**config.mk**
```make
export PLATFORM = sky130hd
export DESIGN_NAME = alu_mc_flat
export DESIGN_NICKNAME = d
export VERILOG_FILES = /design/src/rtl/alu_mc_if.sv /design/src/rtl/alu_mc.sv /design/src/flat_wrapper.sv
export SDC_FILE = /design/constraint.sdc
export NUM_CORES = 1
export LEC_CHECK = 0
export CORE_ASPECT_RATIO = 0.6
export CORE_MARGIN = 2
export CORE_UTILIZATION = 25
export CTS_CLUSTER_DIAMETER = 80
export DETAILED_ROUTE_END_ITERATION = 16
export GPL_TIMING_DRIVEN = 0
export PLACE_DENSITY_LB_ADDON = 0.1
export SYNTH_ARGS = -nofsm -noshare
export SYNTH_HDL_FRONTEND = slang
export SYNTH_SLANG_ARGS = --single-unit
```
**constraint.sdc**
```tcl
create_clock -name clk_i -period 5.85 [get_ports clk_i]
set_clock_uncertainty 0.05 [all_clocks]
set_input_delay 0.8775 -clock clk_i [delete_from_list [all_inputs] [get_ports clk_i]]
set_output_delay 0.8775 -clock clk_i [all_outputs]
set_load 0.1 [all_outputs]
```
**src/rtl/alu_mc_if.sv**
```systemverilog
// Operation launch and result bus between the datapath controller and alu_mc.
// The master drives the operation; the slave (the ALU) returns result and status.
interface alu_mc_if #(
  parameter int WIDTH = 32
);
  logic             start_i;
  logic [3:0]       ctrl_i;
  logic [WIDTH-1:0] src1_i;
  logic [WIDTH-1:0] src2_i;
  logic [WIDTH-1:0] result_o;
  logic             zero_o;
  logic             err_o;
  logic             busy_o;
  logic             done_o;

  modport master (
    output start_i, ctrl_i, src1_i, src2_i,
    input  result_o, zero_o, err_o, busy_o, done_o
  );

  modport slave (
    input  start_i, ctrl_i, src1_i, src2_i,
    output result_o, zero_o, err_o, busy_o, done_o
  );
endinterface

```
**src/rtl/alu_mc.sv**
```systemverilog
// Multicycle ALU: single-cycle logic/arith/compare/jr ops, WIDTH-iteration
// shift-add multiply. Result and branch flag are registered with a done pulse.
module alu_mc #(
  parameter int WIDTH = 32
) (
  input logic       clk_i,
  input logic       rst_i,
  alu_mc_if.slave   bus
);

  localparam int CNT_W = (WIDTH > 1) ? $clog2(WIDTH) : 1;
  localparam logic [CNT_W-1:0] LAST_ITER = CNT_W'(WIDTH - 1);
  localparam logic [3:0] OP_MUL = 4'b1111;
  localparam logic [3:0] OP_BNE = 4'b1000;

  typedef enum logic {IDLE, MUL} state_t;

  state_t           state_q, state_d;
  logic [WIDTH-1:0] mcand_q, mcand_d;
  logic [WIDTH-1:0] mplier_q, mplier_d;
  logic [WIDTH-1:0] acc_q, acc_d;
  logic [CNT_W-1:0] cnt_q, cnt_d;
  logic [WIDTH-1:0] result_q, result_d;
  logic             zero_q, zero_d;
  logic             err_q, err_d;
  logic             done_q, done_d;
  logic [WIDTH-1:0] acc_sum;
  logic [WIDTH:0]   op_out;

  // Returns {unsupported, result} for every code except multiply.
  function automatic logic [WIDTH:0] single_op(input logic [3:0] ctrl,
                                               input logic [WIDTH-1:0] a,
                                               input logic [WIDTH-1:0] b);
    logic signed [WIDTH-1:0] sa;
    logic signed [WIDTH-1:0] sb;
    logic [WIDTH:0]          r;
    sa = a;
    sb = b;
    r  = '0;
    case (ctrl)
      4'b0000: r[WIDTH-1:0] = a & b;
      4'b0001: r[WIDTH-1:0] = a | b;
      4'b0010: r[WIDTH-1:0] = a + b;
      4'b0110: r[WIDTH-1:0] = a - b;
      4'b0111: r[WIDTH-1:0] = (sa < sb) ? WIDTH'(1) : '0;
      4'b1000: r[WIDTH-1:0] = a - b;
      4'b1011: r[WIDTH-1:0] = a;
      default: r[WIDTH]     = 1'b1;
    endcase
    return r;
  endfunction

  // bne inverts the sense so branch logic can always test zero.
  function automatic logic zero_flag(input logic [3:0] ctrl, input logic [WIDTH-1:0] res);
    return (ctrl == OP_BNE) ? (res != '0) : (res == '0);
  endfunction

  always_ff @(posedge clk_i) begin
    if (rst_i) begin
      state_q  <= IDLE;
      mcand_q  <= '0;
      mplier_q <= '0;
      acc_q    <= '0;
      cnt_q    <= '0;
      result_q <= '0;
      zero_q   <= 1'b0;
      err_q    <= 1'b0;
      done_q   <= 1'b0;
    end else begin
      state_q  <= state_d;
      mcand_q  <= mcand_d;
      mplier_q <= mplier_d;
      acc_q    <= acc_d;
      cnt_q    <= cnt_d;
      result_q <= result_d;
      zero_q   <= zero_d;
      err_q    <= err_d;
      done_q   <= done_d;
    end
  end

  always_comb begin
    state_d  = state_q;
    mcand_d  = mcand_q;
    mplier_d = mplier_q;
    acc_d    = acc_q;
    cnt_d    = cnt_q;
    result_d = result_q;
    zero_d   = zero_q;
    err_d    = 1'b0;
    done_d   = 1'b0;
    acc_sum  = acc_q + (mplier_q[0] ? mcand_q : '0);
    op_out   = single_op(bus.ctrl_i, bus.src1_i, bus.src2_i);
    case (state_q)
      IDLE: begin
        if (bus.start_i) begin
          if (bus.ctrl_i == OP_MUL) begin
            mcand_d  = bus.src1_i;
            mplier_d = bus.src2_i;
            acc_d    = '0;
            cnt_d    = '0;
            state_d  = MUL;
          end else begin
            result_d = op_out[WIDTH-1:0];
            err_d    = op_out[WIDTH];
            zero_d   = op_out[WIDTH] ? 1'b0 : zero_flag(bus.ctrl_i, op_out[WIDTH-1:0]);
            done_d   = 1'b1;
          end
        end
      end
      MUL: begin
        // Fixed-length sequence; start_i is deliberately not looked at here.
        acc_d    = acc_sum;
        mcand_d  = mcand_q << 1;
        mplier_d = mplier_q >> 1;
        cnt_d    = cnt_q + 1'b1;
        if (cnt_q == LAST_ITER) begin
          result_d = acc_sum;
          zero_d   = (acc_sum == '0);
          done_d   = 1'b1;
          cnt_d    = '0;
          state_d  = IDLE;
        end
      end
      default: state_d = IDLE;
    endcase
  end

  assign bus.result_o = result_q;
  assign bus.zero_o   = zero_q;
  assign bus.err_o    = err_q;
  assign bus.done_o   = done_q;
  assign bus.busy_o   = (state_q == MUL);

endmodule

```
**src/flat_wrapper.sv**
```systemverilog
// flat-port wrapper written by rule: the top's interface ports become plain ports
module alu_mc_flat 
#(
  parameter int WIDTH = 32
)
  (clk_i, rst_i, bus_start_i, bus_ctrl_i, bus_src1_i, bus_src2_i, bus_result_o, bus_zero_o, bus_err_o, bus_busy_o, bus_done_o);
  alu_mc_if #(.WIDTH(WIDTH)) bus_i ();
  input logic clk_i;
  input logic rst_i;
  input wire logic [$bits(bus_i.start_i)-1:0] bus_start_i;
  input wire logic [$bits(bus_i.ctrl_i)-1:0] bus_ctrl_i;
  input wire logic [$bits(bus_i.src1_i)-1:0] bus_src1_i;
  input wire logic [$bits(bus_i.src2_i)-1:0] bus_src2_i;
  output wire logic [$bits(bus_i.result_o)-1:0] bus_result_o;
  output wire logic [$bits(bus_i.zero_o)-1:0] bus_zero_o;
  output wire logic [$bits(bus_i.err_o)-1:0] bus_err_o;
  output wire logic [$bits(bus_i.busy_o)-1:0] bus_busy_o;
  output wire logic [$bits(bus_i.done_o)-1:0] bus_done_o;
  assign bus_i.start_i = bus_start_i;
  assign bus_i.ctrl_i = bus_ctrl_i;
  assign bus_i.src1_i = bus_src1_i;
  assign bus_i.src2_i = bus_src2_i;
  assign bus_result_o = bus_i.result_o;
  assign bus_zero_o = bus_i.zero_o;
  assign bus_err_o = bus_i.err_o;
  assign bus_busy_o = bus_i.busy_o;
  assign bus_done_o = bus_i.done_o;
  alu_mc #(.WIDTH(WIDTH)) u_core (.clk_i(clk_i), .rst_i(rst_i), .bus(bus_i));
endmodule
```
-- Word level (Yosys, flattened, before mapping)
Index checks and enable logic that the tools add are counted.
- register bits after elaboration: 137
- latch bits: 0
- bits in writable memories: 0
- bits in read-only memories: 0
- input port bits: 71
- output and inout port bits: 36
- word-level logic and storage cells: 74
- memories kept: 0
- add/sub/neg operators: 4
- multiply operators: 0
- divide/modulo/power cells: 0
- order comparisons: 1
- eq/ne operators: 12
- shift operators: 0
- muxes and demuxes: 35
- bitwise gates (word level): 4
- reduce and logical (&&, ||, !) cells: 9
- operators with widths (operator ; count):
    $mux W32 ; 10
    $pmux W32 S2 ; 4
    $pmux W32 S6 ; 1
    $add A32 B32 Y32 ; 2
    $logic_not A32 Y1 ; 2
    $and A32 B32 Y32 ; 1
    $lt A32 B32 Y1 ; 1
    $or A32 B32 Y32 ; 1
    $reduce_bool A32 Y1 ; 1
    $sub A32 B32 Y32 ; 1
    $mux W5 ; 3
    $mux W1 ; 13
    $eq A4 B4 Y1 const B ; 3
    $pmux W5 S2 ; 1
    $eq A4 B3 Y1 const B ; 2
    $reduce_or A7 Y1 ; 1
    $ne A2 B2 Y1 const B ; 3
    $pmux W1 S2 ; 3
    $add A5 B1 Y5 const B ; 1
    $eq A5 B5 Y1 const B ; 1
    $eq A4 B1 Y1 const B ; 1
    $eq A4 B2 Y1 const B ; 1
    $logic_not A4 Y1 ; 1
    $reduce_or A4 Y1 ; 1
    other kinds (5) ; 6

-- Longest topological paths before layout
Gate-level depths: netlist of the first run.
- word-level depth: 9
- depth in mapped cells: 16
- mapped depth without buffers: 16

-- Worst setup path before layout of the first run
OpenSTA, ideal clock, no wires.
- path type: input -> register
- start: in bus_src1_i[0]
- end: reg u_core.zero_q (netlist: u_core.bus.zero_o)
- library setup time: 0.062 ns
- arrival: 4.221 ns
- data required time: 5.738 ns
- slack: 1.517 ns
- stages on the path: 16
- path buffers: 0
- cell sequence: inv_1 > ha_1 > inv_1 > fa_1 > nor2b_1 > o311ai_2 > o21ai_1 > o21ai_2 > a21oi_1 > a21oi_2 > or4_1 > o21ai_0 > o41a_1 > or4_1 > or4_1 > nand3_1
- longest elaborated chain between the ends: 9
- elaborated cells on any way between the ends: 14
- those cells by class: add/sub (2); order compare (1); mux (7); bitwise (2); reduce/logical (2)
- ends and longest elaborated chain (item ; line ; RTL):
    start, declared ; flat_wrapper.sv:12 ; input wire logic [$bits(bus_i.src1_i)-1:0] bus_src1_i;
    $lt A32 B32 Y1 ; alu_mc.sv:45 ; 4'b0111: r[WIDTH-1:0] = (sa < sb) ? WIDTH'(1) : '0;
    $mux W1 ; alu_mc.sv:45 ;
    $pmux W32 S6 * ; alu_mc.sv:40 ; case (ctrl)
    $logic_not A32 Y1 / $reduce_bool A32 Y1 (equally long branches) ; alu_mc.sv:55 ; return (ctrl == OP_BNE) ? (res != '0) : (res == '0);
    $mux W1 * ; alu_mc.sv:55 ;
    $mux W1 * ; alu_mc.sv:106 ; zero_d = op_out[WIDTH] ? 1'b0 : zero_flag(bus.ctrl_i, op_out[WIDTH-1:0]);
    $mux W1 * ; alu_mc.sv:97 ; if (bus.ctrl_i == OP_MUL) begin
    $mux W1 * ; alu_mc.sv:96 ; if (bus.start_i) begin
    $pmux W1 S2 * ; alu_mc.sv:94 ; case (state_q)
    end signal, assigned ; alu_mc.sv:76 ; zero_q <= zero_d;
    end, declared ; alu_mc.sv:24 ; logic zero_q, zero_d;
Mark *: on every way between the ends. The rest lies on a longest branch, timed or not. The select of a mux whose other input is x is not followed.
A chain may end at the register's enable or synchronous reset.

-- Final worst setup path of the first run
- start: in bus_src2_i[0]
- end: reg u_core.zero_q (netlist: u_core.bus.zero_o)
- longest elaborated chain between the ends: 9
- elaborated cells on any way between the ends: 14
- those cells by class: add/sub (2); order compare (1); mux (7); bitwise (2); reduce/logical (2)
- ends and longest elaborated chain (item ; line ; RTL):
    start, declared ; flat_wrapper.sv:13 ; input wire logic [$bits(bus_i.src2_i)-1:0] bus_src2_i;
    $lt A32 B32 Y1 ; alu_mc.sv:45 ;
    $mux W1 ; alu_mc.sv:45 ;
    $pmux W32 S6 * ; alu_mc.sv:40 ;
    $logic_not A32 Y1 / $reduce_bool A32 Y1 (equally long branches) ; alu_mc.sv:55 ;
    $mux W1 * ; alu_mc.sv:55 ;
    $mux W1 * ; alu_mc.sv:106 ;
    $mux W1 * ; alu_mc.sv:97 ;
    $mux W1 * ; alu_mc.sv:96 ;
    $pmux W1 S2 * ; alu_mc.sv:94 ;
Marks and branches as above.

==> impl_metrics.toml, run 1 <==
[worst_setup_path]
crit_top_cell = "or4_1"
cpMaxStageDelayCell = "clkdlybuf4s50_1"
rr_worst_depth = 16
r2r-start = "u_core.mplier_q[0]$_SDFFE_PP0P_"
rrSetupSlack_ns = 0.59
worstSetupEndpointType = "register"
reg2reg_to = "u_core.bus.zero_o$_SDFFE_PP0P_"
cp_data_required_time_ns = 6.21
worstPathArrival_ns = 6.09
worstPathCellList = "clkdlybuf4s50_1 > ha_1 > fa_1 > a21o_1 > a21boi_0 > nor2_1 > a41oi_1 > xnor2_1 > o221ai_1 > nand3b_1 > nor4_2 > nand4b_1 > or4_1 > or4_1 > nand3_1"
worstSetupPathType = "primary input to register"
crit_path_max_fanout = 4
cp-start-kind = "primary input"
critPathMaxStageDelay_ns = 0.64

[min_path]
hold_start = "u_core.bus.result_o[28]$_SDFFE_PP0P_"
min_path_cells = 2
hp-class = "register to register"
min_to = "u_core.bus.result_o[28]$_SDFFE_PP0P_"

[logic_synthesis]
synth_top_area_share_pct = 21.6
synthTopCellsByCount = "nor2_1 (188), a21oi_1 (157), nand2_1 (148)"
syn_area_per_cell_sq_um = 7.46
synth_ff_type = "dfxtp_1"
synthSimpleGateAreaFrac_pct = 21.0
yosys.area_share.adder_pct = 14.4
ys_seq_elements = 137
syn-cell-area_sq_um = 12700
yosysWarnings = 0
synth_top_family_by_area = "compound AO/OA/AOI/OAI gates"
synth-edff-count = 0
synth_top_area_cell = "dfxtp_1"
yosys.cell_types.count = 94
synth_most_common_cell = "nor2_1"
synth_fp_nets = 1916
synth-seq-area-share_pct = 21.6
synthXorXnorAreaFrac_pct = 2.49
synth-async-reset-ratio_pct = 0
synthCells = 1701
synth_compound_area_share_pct = 32.3
synth_mux_area_share_pct = 0.720
yosys-top-cells-area = "dfxtp_1 (22%), ha_1 (14%), a21oi_1 (6.2%)"

[clock_network]
worstSkewPairLatency_ns = 0.46
htreeDepth = 4
cts-root-buf = "clkbuf_16"
clk_pin_slew_ns = 0.07
ctsHoldBuffers = 0
clock_path_buffers = 2
cts_tree = "built"
cts_sinks = 137
cts_buffers = 17

[route]
dr.pass1.iters = 7
vias_per_cell = 5.64
drtAntennaViolNets = 0
routed_wl_mm = 66.5
post_drt_wl_per_cell_um = 26.4
drc = 0
vias = 14200
first_iter_violations = 1911

[power]
switching_share_pct = 39.9
p_clk_share_pct = 36.3
seqPwrFrac_pct = 31.2
p_int_mw = 1.89
combPwrFrac_pct = 32.5
total_power_mw = 3.14
power_switching_mw = 1.25
p_leak_nw = 6.14
vdd_drop_max_v = 0.000223
p_per_area_nw_per_um2 = 207

[finish]
fill_cells = 5403
final_util_pct = 30.5
multi_input_area_sq_um = 9010
syn2layout_area_growth_pct = 19.7
drive_gt1_share_pct = 5.28
seq_area_sq_um = 2740
fin_cells = 2521
final_net_count = 2040

[die]
initial_core_util_pct = 25.5
pin_count = 107
die_h_um = 178
die_w_um = 295
placementRows = 63
die_area_sq_um = 52600
core-area_sq_um = 49700

[sta]
period_minus_slack_ns = 5.74
tns_ns = 0
max_slew_margin_pct = 5.15
rsz0062_at_grt = "no"
hold_viol = 0
fmax_mhz = 174
period_share_pct = 98.0
tightest_slew_ns = 1.41
setup_viol = 0
final_max_slew_viol_count = 0

[global_routing]
grt_max_degree = 17
grt_pass1_vias = 13000
antenna_found_initial = 5
grt_pass1_wl_mm = 94.8
grt-ovfl-total = 0
grt_usage_pct = 25.2

[job]
maxCapViolCount = 0

[status]
status = "complete, no violations"

[place]
dp_cells = 2489
gp_congestion = 0.936
io_buffers = 105
hpwl_mm = 54.4
critical path, delay by kind of cell:
kind                       cells  cell delay [ns]
and+or+nand+nor                7             2.13
AOI/OAI and AO/OA              4             1.38
adders and majority gates      2             0.88
buffers and inverters          1             0.64
xor gates and xnor gates       1             0.17
sequential cells by signal (all words and copies together) (netlist names):
name / flops
u_core.acc_q: 32
u_core.mplier_q: 32
u_core.cnt_q: 5
u_core.bus.result_o: 32
u_core.bus.busy_o: 1
u_core.bus.err_o: 1
u_core.bus.zero_o: 1
u_core.bus.done_o: 1
u_core.mcand_q: 32
layout by cell type, fill, tap and decap left out, drive strengths merged, types with 18 or more instances in the layout:
| cell type | netlist | routed |
|---|---|---|
| nor3 | 37 | 37 |
| a222oi | 54 | 54 |
| ha | 141 | 141 |
| clkbuf | 78 | 95 |
| a211oi | 18 | 18 |
| inv | 129 | 132 |
| o21ai | 72 | 72 |
| nor2 | 188 | 188 |
| nor2b | 18 | 18 |
| and2 | 39 | 39 |
| a311oi | 22 | 22 |
| nand3 | 35 | 35 |
| nand2 | 148 | 148 |
| clkdlybuf4s50 | 0 | 105 |
| xnor2 | 24 | 24 |
| dfxtp | 137 | 137 |
| a221oi | 28 | 28 |
| a22oi | 23 | 23 |
| a21o | 32 | 32 |
| buf | 33 | 34 |
| a21oi | 161 | 161 |
timing repair:
action,CTS,global route
gates resized for setup,0,4
setup endpoints to repair,0,2
setup buffers,0,0
endpoints found under the hold margin,0,0
how the worst max path moves through the flow:
stage / from / endpoint / slack (ns) / depth (start not counted)
2_1_floorplan: bus_src1_i[0] / u_core.bus.zero_o$_SDFFE_PP0P_ / 1.52 / 16
3_3_place_gp: bus_ctrl_i[1] / u_core.bus.result_o[21]$_SDFFE_PP0P_ / -1.30 / 13
3_5_place_dp: bus_ctrl_i[1] / u_core.bus.zero_o$_SDFFE_PP0P_ / -0.43 / 14
4_1_cts: bus_ctrl_i[1] / u_core.bus.zero_o$_SDFFE_PP0P_ / 0.08 / 14
5_1_grt: bus_ctrl_i[3] / u_core.bus.zero_o$_SDFFE_PP0P_ / 0.03 / 15
6_report: bus_src2_i[0] / u_core.bus.zero_o$_SDFFE_PP0P_ / 0.11 / 15
power by group through the flow:
stage | logic [mW] | clock network, mW | registers [mW]
after floorplan | 0.486 | 0 | 1.11
after global placement | 1.00 | 0 | 1.00
after detailed placement | 0.993 | 0 | 1.00
after CTS | 0.998 | 1.16 | 0.979
after global routing | 1.08 | 1.20 | 0.981
final | 1.02 | 1.14 | 0.979
metal layers:
metal	vias up	track usage (%)	routed length, um
met5	-	0	0
met4	0	5.12	834
met3	42	4.60	5330
met2	636	32.2	24200
met1	7011	41.5	36100
li1	6538	-	-
cells by family (layout without fill, tap and decap cells):
group | count (synthesis) | count (layout)
xor gates and xnor gates | 36 | 36
adders and majority gates | 144 | 144
muxes | 9 | 9
buffers and inverters | 240 | 377
DFF | 137 | 137
and+or+nand+nor | 563 | 563
other | 0 | 1
AOI/OAI and AO/OA | 572 | 572
through the flow:
step / setup slack, ns / area (sq um) / hold WS, ns
3_3_place_gp: -1.30 / 14600 / 0.394
6_report: 0.115 / 15200 / 0.412
4_1_cts: 0.0771 / 15200 / 0.414
3_5_place_dp: -0.425 / 14600 / 0.405
5_1_grt: 0.0267 / 15200 / 0.424
2_1_floorplan: 1.52 / 12700 / 0.386
final cells by class:
type	instances	share of cell area [%]
diodes	1	0.0165
plain buffers	110	3.04
clock buffers	18	2.83
clock inverters	14	0.972
inverters	129	3.19
multi-input cells	1324	59.3
flip-flops and latches	137	18.1
well taps	682	5.62
repair buffers	106	6.99
No activity file was read; power rests on OpenSTA's default activity.
==> run 2, diff against run 1 <==
GPL_ROUTABILITY_DRIVEN = 0   (was default)
PLACE_DENSITY_LB_ADDON = default   (was 0.1)
==> run 2 against run 1 <==
Routed wire length decreased by 11%. Flip-flop and latch count unchanged. Clock power decreased by 4%. Maximum frequency increased by 0.33%. Design area decreased by 0.12%. Clock-buffer cell count increased by 1. Worst setup slack improved by 0.019 ns. Total power decreased by 2.6%. Critical path type unchanged. Non-clock buffer count increased by 1. Global-route usage decreased by 3.3 points. Cell count unchanged.
==> impl_metrics.toml, run 2 (synthesis results as in run 1) <==
[status]
status = "complete, no violations"

[route]
dr.pass1.iters = 9
post_drt_wl_per_cell_um = 23.3
routed_wl_mm = 58.9
vias = 14700
drtAntennaViolNets = 0
vias_per_cell = 5.84
first_iter_violations = 2740
drc = 0

[clock_network]
cts_resized = 0
cts_tree = "built"
htreeDepth = 4
clock_path_buffers = 2
clk_pin_slew_ns = 0.07
postCtsSetupRepairBufs = 0
cts_sinks = 137
cts-root-buf = "clkbuf_16"
worstSkewPairLatency_ns = 0.46
cts_buffers = 17
ctsHoldBuffers = 0

[sta]
setup_viol = 0
hold_viol = 0
tightest_slew_ns = 1.37
final_max_slew_viol_count = 0
period_share_pct = 97.7
period_minus_slack_ns = 5.72
fmax_mhz = 175
rsz0062_at_grt = "no"
max_slew_margin_pct = 8.34

[global_routing]
met2_usage_pct = 27.5
grt_pass1_vias = 13600
grt_max_degree = 17
grt_usage_pct = 21.9
grt-busiest-layer = "met1"
met1_usage_pct = 32.3
grt_pass1_wl_mm = 85.9
grt-ovfl-total = 0
met3_usage_pct = 9.43
antenna_found_initial = 2

[die]
die_w_um = 295
placementRows = 63
initial_core_util_pct = 25.5
pin_count = 107
die_area_sq_um = 52600
core-area_sq_um = 49700
die_h_um = 178

[worst_setup_path]
critPathMaxStageDelay_ns = 0.72
cp_num_buf_inv = 4
cpMaxStageDelayCell = "clkbuf_1"
crit_family = "simple AND/OR/NAND/NOR gates"
worstPathCellList = "clkdlybuf4s50_1 > buf_2 > nor4b_1 > a21oi_2 > clkbuf_1 > buf_2 > o211ai_1 > a21oi_1 > nand3b_1 > nor4_2 > nand4b_1 > or4_1 > or4_1 > nand3_1"
cp_data_required_time_ns = 6.20
worstPathArrival_ns = 6.07
worstSetupPathType = "primary input to register"
cp-start-kind = "primary input"
crit_path_max_fanout = 10
worstSetupEndpointType = "register"

[job]
maxCapViolCount = 0

[place]
hpwl_mm = 47.9
placed_area_sq_um = 14600
io_buffers = 105
dp_cells = 2489

[finish]
layout_commonest_cell = "nor2_1"
antennaDiodeCount = 0
drive_gt1_share_pct = 5.17
fin_cells = 2521
syn2layout_area_growth_pct = 19.6
design_area_sq_um = 15200
final_net_count = 2041
final_cell_mix = "nor2_1 (188), a21oi_1 (157), nand2_1 (148)"

[power]
p_per_area_nw_per_um2 = 202
total_power_mw = 3.06
vdd_drop_max_v = 0.000213
p_leak_nw = 6.12

[min_path]
hp-class = "register to register"
[run 2: path summary, 6_finish.rpt]
kind	from	to	slack [ns]	depth (start not counted)
min	u_core.bus.result_o[26]$_SDFFE_PP0P_	u_core.bus.result_o[26]$_SDFFE_PP0P_	0.40	2
max reg2reg	u_core.mplier_q[0]$_SDFFE_PP0P_	u_core.bus.zero_o$_SDFFE_PP0P_	0.37	16
min reg2reg	u_core.bus.result_o[26]$_SDFFE_PP0P_	u_core.bus.result_o[26]$_SDFFE_PP0P_	0.40	2
max	bus_ctrl_i[0]	u_core.bus.zero_o$_SDFFE_PP0P_	0.13	14
[run 2: power breakdown]
part / internal [mW] / leakage (nW) / switching, mW
sequential: 0.958 / 1.11 / 0.0151
clock: 0.598 / 0.262 / 0.491
combinational: 0.299 / 4.74 / 0.697
[run 2: stage by stage]
stage	TNS (ns)	util, %	setup slack [ns]	hold slack (ns)
2_1_floorplan	0	-	1.52	0.386
4_1_cts	0	30.5	0.422	0.407
3_3_place_gp	-3.67	29.3	-0.650	0.394
3_5_place_dp	-0.0341	29.4	-0.0341	0.400
6_report	0	30.5	0.134	0.404
5_1_grt	0	30.5	0.124	0.419
[run 2: metal layers]
layer	vias to the layer above	part of all wire, %
li1	6550	-
met1	6934	45
met2	1108	36
met3	137	16
met4	2	3.1
met5	-	0.022
[run 2: final cells by class]
cell class / count / area (sq um)
clock buffer: 19 / 443
clock inverter: 13 / 121
multi-input combinational: 1324 / 9000
fill: 5331 / 34600
inverter: 129 / 484
sequential: 137 / 2740
buffer: 111 / 464
tap: 682 / 853
timing repair buffer: 106 / 1060
[run 2: worst reg2reg max path, delay by kind of cell (launching register included)]
kind	cells	cell delay, ns
compound gates	8	2.45
simple gates	4	1.23
flops	1	0.57
fa+ha+maj	2	0.51
buf+inv	1	0.50
xor+xnor	1	0.15
